## config.mk

```make
export PLATFORM = sky130hd
export DESIGN_NAME = store_monitor
export DESIGN_NICKNAME = d
export VERILOG_FILES = /design/src/rtl/store_monitor_pkg.sv /design/src/rtl/console_fifo.sv /design/src/rtl/store_monitor.sv
export SDC_FILE = /design/constraint.sdc
export NUM_CORES = 1
export LEC_CHECK = 0
export CAP_MARGIN = 20
export CORE_ASPECT_RATIO = 0.75
export CORE_UTILIZATION = 57
export DETAILED_ROUTE_END_ITERATION = 6
export GPL_ROUTABILITY_DRIVEN = 0
export GPL_TIMING_DRIVEN = 0
export PLACE_DENSITY_LB_ADDON = 0.3
export SYNTH_ARGS = -nofsm -noshare
export SYNTH_HDL_FRONTEND = slang
export SYNTH_HIERARCHICAL = 1
export SYNTH_SLANG_ARGS = --single-unit
```

## constraint.sdc

```tcl
create_clock -name ph1 -period 3.75 [get_ports ph1]
set_clock_uncertainty 0.2 [all_clocks]
set_input_delay 0.375 -clock ph1 [delete_from_list [all_inputs] [get_ports ph1]]
set_output_delay 0.375 -clock ph1 [all_outputs]
set_load 0.01 [all_outputs]
```

## src/rtl/store_monitor_pkg.sv

```systemverilog
// Shared types and default constants for the store monitor: FSM encoding,
// pass value, console address and timeout.
package store_monitor_pkg;

  typedef enum logic [1:0] {
    ST_RUN    = 2'd0,
    ST_PASSED = 2'd1,
    ST_FAILED = 2'd2
  } state_t;

  localparam logic [31:0] DEF_PASS_VALUE   = 32'd2201;
  localparam logic [31:0] DEF_CONSOLE_ADDR = 32'hFFFF_FFF8;
  localparam logic [31:0] DEF_TIMEOUT      = 32'd500000;
  localparam logic [31:0] CNT_MAX          = 32'hFFFF_FFFF;

endpackage

```

## src/rtl/console_fifo.sv

```systemverilog
// Console character FIFO with registered not-empty flag and sticky overflow.
// Handshake: a pop happens on a rising clk edge where valid && ready are both 1;
// a push into a full FIFO is accepted only if a pop happens on the same edge.
module console_fifo #(
  parameter int DEPTH = 8,
  parameter int WIDTH = 8
) (
  input  logic             clk,
  input  logic             rst_n,
  input  logic             push,
  input  logic [WIDTH-1:0] push_data,
  input  logic             ready,
  output logic             valid,
  output logic [WIDTH-1:0] data,
  output logic             overflow
);

  localparam int AW = $clog2(DEPTH);
  localparam logic [AW:0] FULL_CNT = (AW + 1)'(DEPTH);

  logic [WIDTH-1:0] mem [DEPTH];
  logic [AW-1:0]    wr_ptr;
  logic [AW-1:0]    rd_ptr;
  logic [AW:0]      count;
  logic             full;
  logic             pop;
  logic             push_ok;

  assign full    = (count == FULL_CNT);
  assign valid   = (count != '0);
  assign pop     = valid && ready;
  assign push_ok = push && (!full || pop);
  // Gate the read port so the output is zero whenever nothing is queued.
  assign data    = valid ? mem[rd_ptr] : '0;

  always_ff @(posedge clk or negedge rst_n) begin
    if (!rst_n) begin
      wr_ptr   <= '0;
      rd_ptr   <= '0;
      count    <= '0;
      overflow <= 1'b0;
    end else begin
      if (push_ok) wr_ptr <= wr_ptr + 1'b1;
      if (pop)     rd_ptr <= rd_ptr + 1'b1;
      case ({push_ok, pop})
        2'b10:   count <= count + 1'b1;
        2'b01:   count <= count - 1'b1;
        default: count <= count;
      endcase
      if (push && !push_ok) overflow <= 1'b1;
    end
  end

  always_ff @(posedge clk) begin
    if (push_ok) mem[wr_ptr] <= push_data;
  end

endmodule

```

## src/rtl/store_monitor.sv

```systemverilog
// Watches processor stores: decides pass/timeout, counts stores and cycles,
// and forwards console-address stores into the console FIFO.
module store_monitor
  import store_monitor_pkg::*;
#(
  parameter logic [31:0] PASS_VALUE   = DEF_PASS_VALUE,
  parameter logic [31:0] CONSOLE_ADDR = DEF_CONSOLE_ADDR,
  parameter logic [31:0] TIMEOUT      = DEF_TIMEOUT,
  parameter int          FIFO_DEPTH   = 8
) (
  input  logic        ph1,
  input  logic        reset,
  input  logic        memwrite,
  input  logic [31:0] dataadr,
  input  logic [31:0] writedata,
  input  logic        console_ready,
  output logic        console_valid,
  output logic [7:0]  console_data,
  output logic        done,
  output logic        pass,
  output logic        overflow,
  output logic [31:0] store_count,
  output logic [31:0] end_cycle,
  output logic [1:0]  fsm_state
);

  state_t      state;
  state_t      next_state;
  logic [31:0] cycle_cnt;
  logic        is_console;
  logic        pass_cond;
  logic        timeout_hit;
  logic        leave_run;

  assign is_console  = memwrite && (dataadr == CONSOLE_ADDR);
  assign pass_cond   = memwrite && (dataadr != CONSOLE_ADDR) && (writedata == PASS_VALUE);
  assign timeout_hit = (cycle_cnt == TIMEOUT - 32'd1);
  assign fsm_state   = state;

  // Pass has priority over timeout when both land on the same edge.
  always_comb begin
    next_state = state;
    leave_run  = 1'b0;
    case (state)
      ST_RUN: begin
        if (pass_cond)        next_state = ST_PASSED;
        else if (timeout_hit) next_state = ST_FAILED;
        leave_run = (next_state != ST_RUN);
      end
      default: next_state = state;
    endcase
  end

  always_ff @(posedge ph1 or negedge reset) begin
    if (!reset) begin
      state       <= ST_RUN;
      cycle_cnt   <= '0;
      end_cycle   <= '0;
      done        <= 1'b0;
      pass        <= 1'b0;
      store_count <= '0;
    end else begin
      state <= next_state;
      done  <= (next_state != ST_RUN);
      pass  <= (next_state == ST_PASSED);
      if (state == ST_RUN) cycle_cnt <= cycle_cnt + 32'd1;
      if (leave_run)       end_cycle <= cycle_cnt;
      if (memwrite && (store_count != CNT_MAX)) store_count <= store_count + 32'd1;
    end
  end

  console_fifo #(
    .DEPTH(FIFO_DEPTH),
    .WIDTH(8)
  ) u_fifo (
    .clk      (ph1),
    .rst_n    (reset),
    .push     (is_console),
    .push_data(writedata[7:0]),
    .ready    (console_ready),
    .valid    (console_valid),
    .data     (console_data),
    .overflow (overflow)
  );

endmodule

```

Word-level counts from Yosys, hierarchy flattened --
Memories as Yosys holds them, arrays and structs flattened. Cells that the tools add are included.
Operators by class: shift-type cells 0, equal/unequal tests 9, divide/modulo/power cells 0, magnitude comparators 0, multiply operators 0, reductions and logical operators 15, multiplexer cells 9, add/sub/neg operators 6, bitwise logic cells 0
Operators with widths (number):
- 32-bit by 1-bit adder with 32-bit output (second input constant) | 2
- 32-bit != test (second input constant) | 2
- 32-bit by 12-bit == test with 1-bit output (second input constant) | 1
- 32-bit by 19-bit == test with 1-bit output (second input constant) | 1
- 32-bit == test (second input constant) | 1
- 2-bit two-way mux | 4
- 8-bit two-way mux | 1
- 4-bit case mux with 2 select lines | 1
- 1-bit logical AND | 7
- 3-bit by 1-bit adder with 3-bit output (second input constant) | 2
- 2-bit nonzero test | 3
- 4-bit by 1-bit adder with 4-bit output (second input constant) | 1
- 2-bit by 1-bit == test with 1-bit output (second input constant) | 2
- 4-bit == test (second input constant) | 1
- 4-bit nonzero test | 1
- 4-bit by 1-bit subtractor with 4-bit output (second input constant) | 1
- 1-bit two-way mux | 3
- 2-bit == test (second input constant) | 1
- 1-bit zero test | 2
- 2-bit zero test | 1
- 1-bit logical OR | 1
Storage, ports and cells: bits in latches 0, memories 1, register bits after elaboration 111, output and inout port bits 78, bits in writable memories 64, ROM bits 0, logic and storage cells 50, bits of input ports 68
Memories:
- u_fifo.mem | words 8, width 8, rd ports 1, clocked after Yosys merged registers in 0, write ports 1, RTL line console_fifo.sv:21 | logic [WIDTH-1:0] mem [DEPTH];

Logic depth before layout (Yosys ltp) --
depth in word-level cells 7, gate-level depth with buffers 11, depth with buffers taken out 10

Hierarchy --
Netlist, hierarchy kept.
Modules (own cells, without submodules):
- store_monitor | area an instance 4734.5 µm², instances 1, cells an instance 397, seq. area each 2502.4 µm²
- console_fifo | area an instance 3139.3 µm², instances 1, cells an instance 172, seq. area each 2197.1 µm²

Worst setup path before layout --
No wires, ideal clock.
kind input port to flip-flop, start point in dataadr[1], end point mem u_fifo.mem[0][0], enable pin, path slack 728 ps, data required time 3167 ps, path buffers 1, setup time 383 ps, data arrival time 2439 ps, cell stages on the path 8, cells stage by stage or4b_1 > nor4_1 > nand2_1 > nor2_1 > buf_2 > o31a_4 > nand2b_1 > nor3_1
Between the ends: cells in the longest elaborated chain, start to end 5
Ends and longest elaborated chain:
- start, declared | RTL line store_monitor.sv:14 | input logic [31:0] dataadr,
- 32-bit == test | RTL line store_monitor.sv:35 | assign is_console = memwrite && (dataadr == CONSOLE_ADDR);
- 1-bit logical AND | RTL line store_monitor.sv:35
- net is_console | RTL line store_monitor.sv:30 | logic is_console;
- 1-bit logical AND | RTL line console_fifo.sv:32 | assign push_ok = push && (!full || pop);
- 1-bit two-way mux | RTL line console_fifo.sv:55 | if (push_ok) mem[wr_ptr] <= push_data;
- 1-bit two-way mux (not written as such) | RTL line console_fifo.sv:55
- end, declared | RTL line console_fifo.sv:21
The timed path passes the listed nets, and every way through them passes these cells.

Final worst setup path --
start point in dataadr[1], end point mem u_fifo.mem[1][3], enable pin
Same word-level chain as after synthesis.

==> impl_results.md <==
* Status: completed
* Crit path kind: input port to register
* Final nets at 812
* Switching share of power at 0.274
* Htree depth at 4
* Diode count at 0
* Post-Syn Instances at 569
* First-pass GRT wire length at 29900 um
* Most common cell after layout, fill and taps aside: clkdlybuf4s50_1
* Clock-pin slew on the worst setup and hold paths at 60 ps
* CTS tree: built
* Post-route ant nets at 0
* Area added between synthesis and finish at 29.2%
* Max Slew Vio Count at 0
* Critical Path Source Type: input port
* Vias at 5490
* Seq pwr share at 0.430
* Drc violations at 0
* Seq/Total Area, Yosys at 0.597
* Max-slew headroom at 0.404
* Clock Power Share at 0.339
* VDD IR-drop max at 0.000535 V
* Pwr/cell area at 496 nW/um^2
* RSZ-0062 raised after global routing: true
* Final Hold Violating Endpoints at 0
* Initial antenna violation count at 1
* Syn nets at 644
* Worst Tran Pin Value at 887 ps
* Root Driver: clkbuf_16
* Avg WL per Cell at 20.3 um
* DRT Wirelength at 18700 um
* Hold WS at 255 ps
* Yosys top cell by area: dfrtp_1
* Total gr overflow at 0
* Final setup fails at 0
* Post-DP HPWL at 13000 um
* Largest cells by area after synthesis: dfrtp_1 (35%), edfxtp_1 (24%), mux2_4 (5.9%)
* Tmin final at 3540 ps
* Pleak at 4.27 nW
* Critical Path AT at 3480 ps
* Clk Latency, worst-skew pair at 430 ps
* Gr usage total at 0.281
* Filler cell count at 793
* Period utilization at 0.944
* Power Internal at 3.66 mW
* Setup Total Neg Slack at 0 ps
* CTS Buffer Depth at 2
* 1st-iter DRT viols at 444
* Register bit count reported by yosys at 175
* Max cap viols at 0
* Core region area at 13200 sq um
* Vias per cell at 5.96
* Largest net degree at the start of global routing at 75
* Initial DRT Pass Iterations at 5
* Die Wd at 138 um
* Die H at 104 um
* PortBufs at 145
* Sw power at 1.38 mW
* Count of warnings emitted by yosys at 6
* Synth unique cells at 56
* Share of the synthesized area in the top cell type at 0.353
* Total CTS buffers at 17
* CP Max Fanout at 10
* Commonest non-fill, non-tap cells in the layout: clkdlybuf4s50_1 (144), dfrtp_1 (111), edfxtp_1 (64)
* Crit path capture type: register
* CTS Sinks at 175
* # IOs at 146
* Hold Path Class: input port to async pin
* Site Rows at 36
* Async SR Flop Fraction at 0.634
* Logic pwr share at 0.231
* Post-Synthesis Cell Area at 7870 sq um
* Maximum clock rate at 0.282 GHz
* Vias in the first global route at 5550
* Share of cells above drive strength 1 at 0.157
* Worst EP required at 3680 ps
* Number of synthesized flops with an enable pin at 64
* Starting Density at 0.595
* Syn avg cell area at 13.8 sq um
* Total die area at 14300 sq um
* Synth Flop Type: dfrtp_1
-- critical path, stage by stage --
cell and delay, ps:
clkdlybuf4s50_1 400, or4b_1 510, nor4_1 310, nand2_1 230, nor2_1 210, buf_2 250
o31a_4 220, nand2_1 130, nor3_1 540, buf_4 280
-- state kept, by name, indices dropped and copies added (netlist names) --
signal and count:
u_fifo/mem 64, cycle_cnt 32, end_cycle 32, store_count 32
u_fifo/count 4, u_fifo/rd_ptr 3, u_fifo/wr_ptr 3, fsm_state 2
done 1, pass 1, u_fifo/overflow 1
-- metrics by stage --
stage               utilization  worst slack [ps]  total power [mW]  instances  area, sq um
floorplan                     -               728              2.85        569         7870
global placement          0.720             -1910              3.31        885         9540
detailed placement        0.723              -238              3.36        888         9580
CTS                       0.767               218              5.08        921        10200
global route              0.768             -13.2              5.26        921        10200
finish                    0.768               209              5.05        921        10200
-- power by group through the flow --
stage	clock network, mW	logic [mW]	registers (mW)
2_1_floorplan	0	0.663	2.19
3_3_place_gp	0	1.12	2.19
3_5_place_dp	0	1.16	2.19
4_1_cts	1.74	1.18	2.16
5_1_grt	1.81	1.27	2.18
6_report	1.71	1.16	2.17
-- cells in the mapped netlist (all sizes together), types with 5 or more instances --
cell type,n
xor2,22
nor3,11
and3,16
nand4,31
a21oi,6
buf,10
nand2,36
nor2,45
ha,6
mux2,37
nor4,17
inv,10
nand3,22
dfrtp,111
clkbuf,6
edfxtp,64
o21ai,5
mux2i,11
and4,6
a31oi,8
xnor2,38
mux4,16
-- final cells by class --
type	count	area [sq um]	area share
inverters	10	37.5	0.00369
well taps	171	214	0.0210
plain buffers	16	108	0.0106
clock buffers	20	468	0.0460
clock inverters	12	105	0.0103
multi-input cells	368	3040	0.299
flip-flops and latches	175	4700	0.462
repair buffers	149	1500	0.148
-- routing by layer --
layer | GRT usage | vias up | part of all wire
li1 | - | 2461 | -
met1 | 0.402 | 2754 | 0.43
met2 | 0.419 | 251 | 0.48
met3 | 0.0749 | 24 | 0.075
met4 | 0.0877 | 0 | 0.015
met5 | 0 | - | 0
-- final timing paths --
kind / endpoint / slack, ps / cells past startpoint / from
max: u_fifo/mem[1][3] / 210 / 10 / dataadr[1]
max in group asynchronous: store_count[28] / 2350 / 3 / reset
min in group ph1: u_fifo/overflow / 270 / 1 / u_fifo/overflow
min: u_fifo/count[3] / 250 / 2 / reset
min reg2reg: u_fifo/overflow / 270 / 1 / u_fifo/overflow
max reg2reg: u_fifo/count[3] / 970 / 11 / u_fifo/count[2]
-- repair_timing --
item                                   4_1_cts  5_1_grt
hold buffers                                 1        0
setup buffers                                0        0
resized for setup                            0        4
setup endpoints to repair                    0       14
endpoints found under the hold margin       37        0
-- cells by family (layout without fill, tap and decap cells) --
kind of cell,after synthesis,count (layout),share of synthesized area
AND/OR/NAND/NOR,209,209,0.152
flip-flops,175,175,0.597
multiplexers,64,64,0.127
XOR/XNOR,60,60,0.0667
AO/OA/AOI/OAI,28,28,0.0267
buffers and inverters,26,207,0.0184
adder cells (fa/ha/maj),7,7,0.0121
Power figures use the tool's default switching activity.
